===== src/rtl/multicycle_controller_pkg.sv =====
// Shared constants for the multi-cycle MIPS control unit: state encodings,
// opcode/funct values, ALU operation codes and datapath select values.
package ctrl_pkg;

  typedef enum logic [3:0] {
    S_IDLE   = 4'd0,
    S_FETCH  = 4'd1,
    S_DECODE = 4'd2,
    S_MEMADR = 4'd3,
    S_MEMRD  = 4'd4,
    S_MEMWB  = 4'd5,
    S_MEMWR  = 4'd6,
    S_EXEC   = 4'd7,
    S_ALUWB  = 4'd8,
    S_BRANCH = 4'd9,
    S_ADDIEX = 4'd10,
    S_ADDIWB = 4'd11,
    S_JUMP   = 4'd12
  } state_e;

  localparam logic [5:0] OP_R    = 6'b000000;
  localparam logic [5:0] OP_LW   = 6'b100011;
  localparam logic [5:0] OP_SW   = 6'b101011;
  localparam logic [5:0] OP_BEQ  = 6'b000100;
  localparam logic [5:0] OP_ADDI = 6'b001000;
  localparam logic [5:0] OP_J    = 6'b000010;

  localparam logic [5:0] FN_ADD = 6'b100000;
  localparam logic [5:0] FN_SUB = 6'b100010;
  localparam logic [5:0] FN_AND = 6'b100100;
  localparam logic [5:0] FN_OR  = 6'b100101;
  localparam logic [5:0] FN_SLT = 6'b101010;

  localparam logic [2:0] ALU_AND = 3'b000;
  localparam logic [2:0] ALU_OR  = 3'b001;
  localparam logic [2:0] ALU_ADD = 3'b010;
  localparam logic [2:0] ALU_SUB = 3'b110;
  localparam logic [2:0] ALU_SLT = 3'b111;

  localparam logic [1:0] SRCB_B     = 2'b00;
  localparam logic [1:0] SRCB_FOUR  = 2'b01;
  localparam logic [1:0] SRCB_IMM   = 2'b10;
  localparam logic [1:0] SRCB_IMMSH = 2'b11;

  localparam logic [1:0] PCSRC_ALU    = 2'b00;
  localparam logic [1:0] PCSRC_ALUOUT = 2'b01;
  localparam logic [1:0] PCSRC_JUMP   = 2'b10;

endpackage


===== src/rtl/multicycle_controller_alu_decoder.sv =====
// R-type funct field to ALU operation, with a flag for functs this core supports.
module alu_decoder
  import ctrl_pkg::*;
(
  input  logic [5:0] funct_i,
  output logic [2:0] alu_ctrl_o,
  output logic       legal_o
);
  always_comb begin
    alu_ctrl_o = ALU_ADD;
    legal_o    = 1'b1;
    case (funct_i)
      FN_ADD:  alu_ctrl_o = ALU_ADD;
      FN_SUB:  alu_ctrl_o = ALU_SUB;
      FN_AND:  alu_ctrl_o = ALU_AND;
      FN_OR:   alu_ctrl_o = ALU_OR;
      FN_SLT:  alu_ctrl_o = ALU_SLT;
      default: legal_o    = 1'b0;
    endcase
  end
endmodule


===== src/rtl/multicycle_controller.sv =====
// Multi-cycle MIPS control FSM: sequences fetch/decode/execute/memory/writeback
// and drives datapath selects, strobes, memory requests and the ALU op code.
module multicycle_controller
  import ctrl_pkg::*;
(
  input  logic       clk,
  input  logic       resetn,
  input  logic [5:0] opcode,
  input  logic [5:0] funct,
  input  logic       zero,
  input  logic       mem_ready,
  output logic       mem_req,
  output logic       mem_write,
  output logic       iord,
  output logic       ir_write,
  output logic       pc_en,
  output logic [1:0] pc_src,
  output logic       alu_src_a,
  output logic [1:0] alu_src_b,
  output logic [2:0] alu_ctrl,
  output logic       reg_write,
  output logic       reg_dst,
  output logic       mem_to_reg,
  output logic       illegal,
  output logic [3:0] state_o
);
  state_e     state_q, state_d;
  logic       arm_q;
  logic [2:0] dec_alu;
  logic       dec_legal;

  alu_decoder u_alu_dec (
    .funct_i   (funct),
    .alu_ctrl_o(dec_alu),
    .legal_o   (dec_legal)
  );

  // arm_q spends the first edge after reset release so IDLE lasts one full cycle.
  always_ff @(posedge clk or negedge resetn) begin
    if (!resetn) begin
      state_q <= S_IDLE;
      arm_q   <= 1'b0;
    end else begin
      state_q <= state_d;
      arm_q   <= 1'b1;
    end
  end

  assign state_o = state_q;

  always_comb begin
    state_d    = state_q;
    mem_req    = 1'b0;
    mem_write  = 1'b0;
    iord       = 1'b0;
    ir_write   = 1'b0;
    pc_en      = 1'b0;
    pc_src     = PCSRC_ALU;
    alu_src_a  = 1'b0;
    alu_src_b  = SRCB_B;
    alu_ctrl   = ALU_AND;
    reg_write  = 1'b0;
    reg_dst    = 1'b0;
    mem_to_reg = 1'b0;
    illegal    = 1'b0;
    case (state_q)
      S_IDLE: if (arm_q) state_d = S_FETCH;
      S_FETCH: begin
        mem_req   = 1'b1;
        alu_src_b = SRCB_FOUR;
        alu_ctrl  = ALU_ADD;
        ir_write  = mem_ready;
        pc_en     = mem_ready;
        if (mem_ready) state_d = S_DECODE;
      end
      S_DECODE: begin
        alu_src_b = SRCB_IMMSH;
        alu_ctrl  = ALU_ADD;
        case (opcode)
          OP_LW, OP_SW: state_d = S_MEMADR;
          OP_BEQ:       state_d = S_BRANCH;
          OP_ADDI:      state_d = S_ADDIEX;
          OP_J:         state_d = S_JUMP;
          OP_R: begin
            if (dec_legal) begin
              state_d = S_EXEC;
            end else begin
              illegal = 1'b1;
              state_d = S_FETCH;
            end
          end
          default: begin
            illegal = 1'b1;
            state_d = S_FETCH;
          end
        endcase
      end
      S_MEMADR: begin
        alu_src_a = 1'b1;
        alu_src_b = SRCB_IMM;
        alu_ctrl  = ALU_ADD;
        state_d   = (opcode == OP_LW) ? S_MEMRD : S_MEMWR;
      end
      S_MEMRD: begin
        mem_req = 1'b1;
        iord    = 1'b1;
        if (mem_ready) state_d = S_MEMWB;
      end
      S_MEMWB: begin
        reg_write  = 1'b1;
        mem_to_reg = 1'b1;
        state_d    = S_FETCH;
      end
      S_MEMWR: begin
        mem_req   = 1'b1;
        mem_write = 1'b1;
        iord      = 1'b1;
        if (mem_ready) state_d = S_FETCH;
      end
      S_EXEC: begin
        alu_src_a = 1'b1;
        alu_ctrl  = dec_alu;
        state_d   = S_ALUWB;
      end
      S_ALUWB: begin
        reg_write = 1'b1;
        reg_dst   = 1'b1;
        state_d   = S_FETCH;
      end
      S_BRANCH: begin
        alu_src_a = 1'b1;
        alu_ctrl  = ALU_SUB;
        pc_src    = PCSRC_ALUOUT;
        pc_en     = zero;
        state_d   = S_FETCH;
      end
      S_ADDIEX: begin
        alu_src_a = 1'b1;
        alu_src_b = SRCB_IMM;
        alu_ctrl  = ALU_ADD;
        state_d   = S_ADDIWB;
      end
      S_ADDIWB: begin
        reg_write = 1'b1;
        state_d   = S_FETCH;
      end
      S_JUMP: begin
        pc_src  = PCSRC_JUMP;
        pc_en   = 1'b1;
        state_d = S_FETCH;
      end
      default: state_d = S_IDLE;
    endcase
  end
endmodule


===== config.mk =====
export PLATFORM = sky130hd
export DESIGN_NAME = multicycle_controller
export DESIGN_NICKNAME = d
export VERILOG_FILES = /design/src/rtl/multicycle_controller_pkg.sv /design/src/rtl/multicycle_controller_alu_decoder.sv /design/src/rtl/multicycle_controller.sv
export SDC_FILE = /design/constraint.sdc
export NUM_CORES = 1
export LEC_CHECK = 0
export ABC_AREA = 1
export ABC_CLOCK_PERIOD_IN_PS = 3500
export BUFFER_PORTS_ARGS = -buffer_cell sky130_fd_sc_hd__buf_4
export CAP_MARGIN = 30
export CORE_MARGIN = 3
export CORE_UTILIZATION = 35
export CTS_CLUSTER_DIAMETER = 60
export CTS_CLUSTER_SIZE = 16
export DETAILED_ROUTE_END_ITERATION = 8
export PLACE_DENSITY_LB_ADDON = 0.3
export SKIP_CTS_REPAIR_TIMING = 1
export SLEW_MARGIN = 0
export SYNTH_ARGS = -nofsm -noshare
export SYNTH_HDL_FRONTEND = slang
export SYNTH_SLANG_ARGS = --single-unit

===== constraint.sdc =====
create_clock -name clk -period 3.5 [get_ports clk]
set_input_delay 0 -clock clk [delete_from_list [all_inputs] [get_ports clk]]
set_output_delay 0 -clock clk [all_outputs]
set_load 0.005 [all_outputs]

Word-level counts from Yosys, hierarchy flattened

Cells that the tools add are included.

Reductions and logical operators: 13
Mux-type cells: 25
Equal/unequal tests: 26

Operators with widths:

| cell                                          | number |
|---|---|
| == test 6 bit, second input constant          | 7 |
| one-hot mux 4 bit (9 select lines)            | 1 |
| == test 4 bit, second input constant          | 5 |
| one-hot mux 4 bit (5 select lines)            | 1 |
| == test 4 x 3 -> 1 bit, second input constant | 4 |
| 2-to-1 mux 4 bit                              | 4 |
| OR reduction 5 bit                            | 3 |
| one-hot mux 3 bit (4 select lines)            | 1 |
| 2-to-1 mux 1 bit                              | 11 |
| one-hot mux 3 bit (3 select lines)            | 1 |
| == test 4 x 2 -> 1 bit, second input constant | 2 |
| != test 2 bit, second input constant          | 4 |
| OR reduction 4 bit                            | 2 |
| == test 6 x 2 -> 1 bit, second input constant | 1 |
| == test 6 x 3 -> 1 bit, second input constant | 1 |
| == test 6 x 4 -> 1 bit, second input constant | 1 |
| logical NOT 6 bit                             | 1 |
| one-hot mux 2 bit (3 select lines)            | 1 |
| OR reduction 2 bit                            | 3 |
| OR reduction 3 bit                            | 2 |
| == test 4 x 1 -> 1 bit, second input constant | 1 |
| logical NOT 4 bit                             | 1 |
| one-hot mux 2 bit (2 select lines)            | 1 |
| AND reduction 4 bit                           | 1 |
| 4 further kinds                               | 4 |

Logic and storage cells: 66
Register bits after elaboration: 5
Bits of input ports: 16
Output and inout port bits: 21

Longest topological paths before layout

Depth in word-level cells: 6
Gate-level depth with buffers: 11

Cells and area by module

From an unflattened synthesis, not the netlist that was laid out.

Cells, all modules: 132
Area total of the unflattened synthesis: 674.4 um2

By module, submodules not included:

| module                | sequential area each (um2) | instances | area each (um2) | cells each |
|---|---|---|---|---|
| multicycle_controller | 125.1                      | 1         | 555.5           | 104 |
| alu_decoder           | 0.0                        | 1         | 118.9           | 28 |

Worst setup path after synthesis

No wires, ideal clock.

Path type: register to register
Start: register state_q[0] (netlist: state_o[0])
End: register state_q[2] (netlist: state_o[2])
Buffers on the path: 0
Path slack: 2.301 ns
Stages on the path, launching flop included: 9
Clock period less this slack: 1.199 ns
Library setup time: 0.117 ns
Arrival: 1.083 ns
Data required time: 3.383 ns
Cells stage by stage: dfrtp_1 -> inv_2 -> nor2_2 -> nand2_1 -> nand2_2 -> a21oi_2 -> nor2_1 -> inv_1 -> nand2_1

Longest elaborated chain between the ends: 3

RTL lines:

| item                                                                      | RTL line                    | RTL |
|---|---|---|
| start: declaration                                                        | multicycle_controller.sv:27 | `state_e state_q, state_d;` |
| start signal: assignment                                                  | multicycle_controller.sv:44 | `state_q <= state_d;` |
| == test 4 bit, or another cell as far along                               | multicycle_controller.sv:66 | `case (state_q)` |
| OR reduction 5 bit (no source line) or != test 2 bit (tied branches)      | n/a                         |  |
| one-hot mux 4 bit (9 select lines) or AND reduction 4 bit (tied branches) | n/a                         |  |

Parallel ways exist; a longest one is shown, timed or not.
A chain may end at the register's enable or synchronous reset.

Final worst setup path

Start: register state_q[3] (netlist: state_o[3])
End: output illegal

Longest elaborated chain between the ends: 2

RTL lines:

| item                   | RTL line                    | RTL |
|---|---|---|
| == test 4 x 2 -> 1 bit | multicycle_controller.sv:66 |  |
| 2-to-1 mux 1 bit       | multicycle_controller.sv:66 |  |
| end: declaration       | multicycle_controller.sv:24 | `output logic illegal,` |

Every way passes these cells.

==> results.sh <==
export IMPL_status="finished clean"
export IMPL_initial_core_util=0.401
export IMPL_fin_hold_ws_ns=0.147
export IMPL_nFillCells=162
export IMPL_synthFlopType="dfrtp_1"
export IMPL_ys_seq_area_frac=0.193
export IMPL_yosysMostFrequentCell="nand2_1"
export IMPL_io_buffers=36
export IMPL_worst_path_buf_inv=1
export IMPL_syn_avg_cell_area_um2=5.26
export IMPL_vias_per_cell=4.77
export IMPL_netlist_area_um2=647
export IMPL_cts_buffer_depth=2
export IMPL_cp_common_cell="nor2_2"
export IMPL_cpMaxStageDelayCell="dfrtp_1"
export IMPL_core_um2=1610
export IMPL_routabilityCongestion=0.959
export IMPL_yosysWarnings=0
export IMPL_vias=901
export IMPL_postRouteAntennaNets=0
export IMPL_synth_top_area_frac=0.193
export IMPL_yosys_top_cells_count="33 x nand2_1, 21 x inv_1, 20 x nor2_1, 7 x nand3_1, 7 x nor2_2"
export IMPL_rsz0062_at_grt="no"
export IMPL_yosysTopAreaCell="dfrtp_1"
export IMPL_finalHoldViolations=0
export IMPL_synth_distinct_cells=19
export IMPL_clk_transition_reported_paths_ns=0.04
export IMPL_io_pins=37
export IMPL_worst_hold_path_type="in -> async"
export IMPL_dr_pass1_iters=4
export IMPL_p_per_area_nw_per_um2=543
export IMPL_dp_hpwl_um=1650
export IMPL_grt_pass1_vias=781
export IMPL_track_usage=0.155
export IMPL_dieWidth_um=49.0
export IMPL_wl_per_cell_um=10.0
export IMPL_cp_data_required_time_ns=3.50
export IMPL_crit_type="reg -> out"
export IMPL_fin_skew_ns=0.000550
export IMPL_power_leakage_uw=0.000592
export IMPL_fmax_mhz=663
export IMPL_die_h_um=49.0
export IMPL_max_vdd_ir_drop_uv=398
export IMPL_placedCellCount=183
export IMPL_cts_tree="done"
export IMPL_tns_ns=0
export IMPL_wl_um=1890
export IMPL_grt_ovfl_total=0
export IMPL_finalPower_uw=540
export IMPL_max_stage_delay_ns=0.43
export IMPL_cts_buffers=3
export IMPL_fin_cells=189
export IMPL_drv_cap=0
export IMPL_crit_fanout=5
export IMPL_setup_viol=0
export IMPL_drc=0
export IMPL_synth_edf_count=0
export IMPL_grt_max_degree=8
export IMPL_path_cells="nor2_2 -> nand2_1 -> nor2_2 -> nand3_1 -> a21oi_1 -> buf_4"
export IMPL_insertion_delay_ns=0.24
export IMPL_critical_path_top_delay_family="simple AND/OR/NAND/NOR gates"
export IMPL_synth_area_top_cells="dfrtp_1 19%, nand2_1 19%, inv_1 12%"
export IMPL_syn_num_nets=139
export IMPL_ys_ff_latch=5
export IMPL_drtIter0Drc=18
export IMPL_drive_gt1_frac=0.333
export IMPL_dieArea_um2=2400
export IMPL_start_kind="register"
export IMPL_endpoint_kind="primary output"
export IMPL_grt_pass1_wl_um=3090
export IMPL_synth_async_sr_flop_share=1.00
export IMPL_period_minus_slack_ns=1.51
export IMPL_antenna_cells=0
export IMPL_min_period_over_period=0.431
export IMPL_grt_antenna_before_repair=0
export IMPL_rows=14
export IMPL_worstPathArrival_ns=1.51
export IMPL_finalMaxSlewViolations=0
export IMPL_syn_inst=123
export IMPL_clockRootBuffer="clkbuf_4"
export IMPL_cts_sinks=5
export IMPL_syn2layout_area_growth_pct=53.6
export IMPL_layout_nets=182
export IMPL_htreeDepth=1
==> state kept, by name, indices dropped and copies added, names as in the netlist <==
signal	cells
state_o	4
arm_q	1
==> through the flow <==
| step | instance area, um^2 | util | setup WS, ns |
|---|---|---|---|
| global route | 993 | 0.616 | 1.84 |
| finish | 993 | 0.616 | 1.99 |
| detailed placement | 947 | 0.588 | 2.18 |
| global placement | 947 | 0.588 | 2.17 |
| floorplan | 647 | - | 2.30 |
| CTS | 973 | 0.604 | 1.97 |
==> report_power, final <==
part	internal [uW]	switching, uW
registers	74.8	26.1
logic	171	203
clock network	43.0	22.4
==> cells by family (layout without fill, tap and decap cells) <==
family                 count (synthesis)  after routing  share of synthesized area
AOI/OAI and AO/OA                     11             11                      0.103
and+or+nand+nor                       79             79                      0.542
other                                  1              1                    0.00580
DFF                                    5              5                      0.193
buffers and inverters                 27             69                      0.157
==> worst reg2reg max path, stage by stage, from the launching register on <==
cell     delay, ns
dfrtp_1       0.44
inv_2         0.10
nor2_2        0.05
nand2_1       0.17
nand2_2       0.09
a21oi_2       0.21
nor2_1        0.06
inv_1         0.05
nand2_1       0.04
==> per-layer routing <==
layer | up-vias | track usage | part of all wire | wire (um)
met1 | 403 | 0.180 | 0.42 | 804
met4 | 0 | 0.0569 | 0.019 | 36
li1 | 465 | - | - | -
met5 | - | 0 | 0 | 0
met2 | 29 | 0.292 | 0.50 | 949
met3 | 4 | 0.0122 | 0.054 | 103
==> layout by cell type (no fill, tap or decap) <==
cell type,instances
inv_1,21
nor3_1,3
dfrtp_1,5
nand2_2,2
buf_4,36
clkbuf_4,3
nand4_1,5
a21oi_1,4
inv_2,6
clkbuf_1,1
nand3b_1,1
nor2_2,7
and2_1,1
a21oi_2,1
conb_1,1
nand2_1,33
a211o_1,1
dlygate4sd3_1,2
nand3_1,7
o32ai_1,1
nor2_1,20
o21ai_1,1
o21ai_0,3
==> path summary, 6_finish.rpt <==
kind / end / from / depth (start not counted) / slack (ns)
max reg2reg: state_o[2]$_DFFE_PN0P_ / state_o[0]$_DFFE_PN0P_ / 8 / 2.18
max in group asynchronous: arm_q$_DFF_PN0_ / resetn / 2 / 3.25
min in group clk: state_o[3]$_DFFE_PN0P_ / opcode[3] / 5 / 0.18
min reg2reg: state_o[2]$_DFFE_PN0P_ / state_o[2]$_DFFE_PN0P_ / 4 / 0.69
max: illegal / state_o[3]$_DFFE_PN0P_ / 6 / 1.99
min: state_o[0]$_DFFE_PN0P_ / resetn / 2 / 0.15
==> final cells by class <==
class,count,area [um^2],area share
Clock buffer,4,26.3,0.0264
Inverter,27,101,0.102
Sequential cell,5,125,0.126
Multi-Input combinational cell,91,420,0.423
Tap cell,24,30.0,0.0302
Timing Repair Buffer,38,290,0.292
Power figures use the tool's default switching activity.
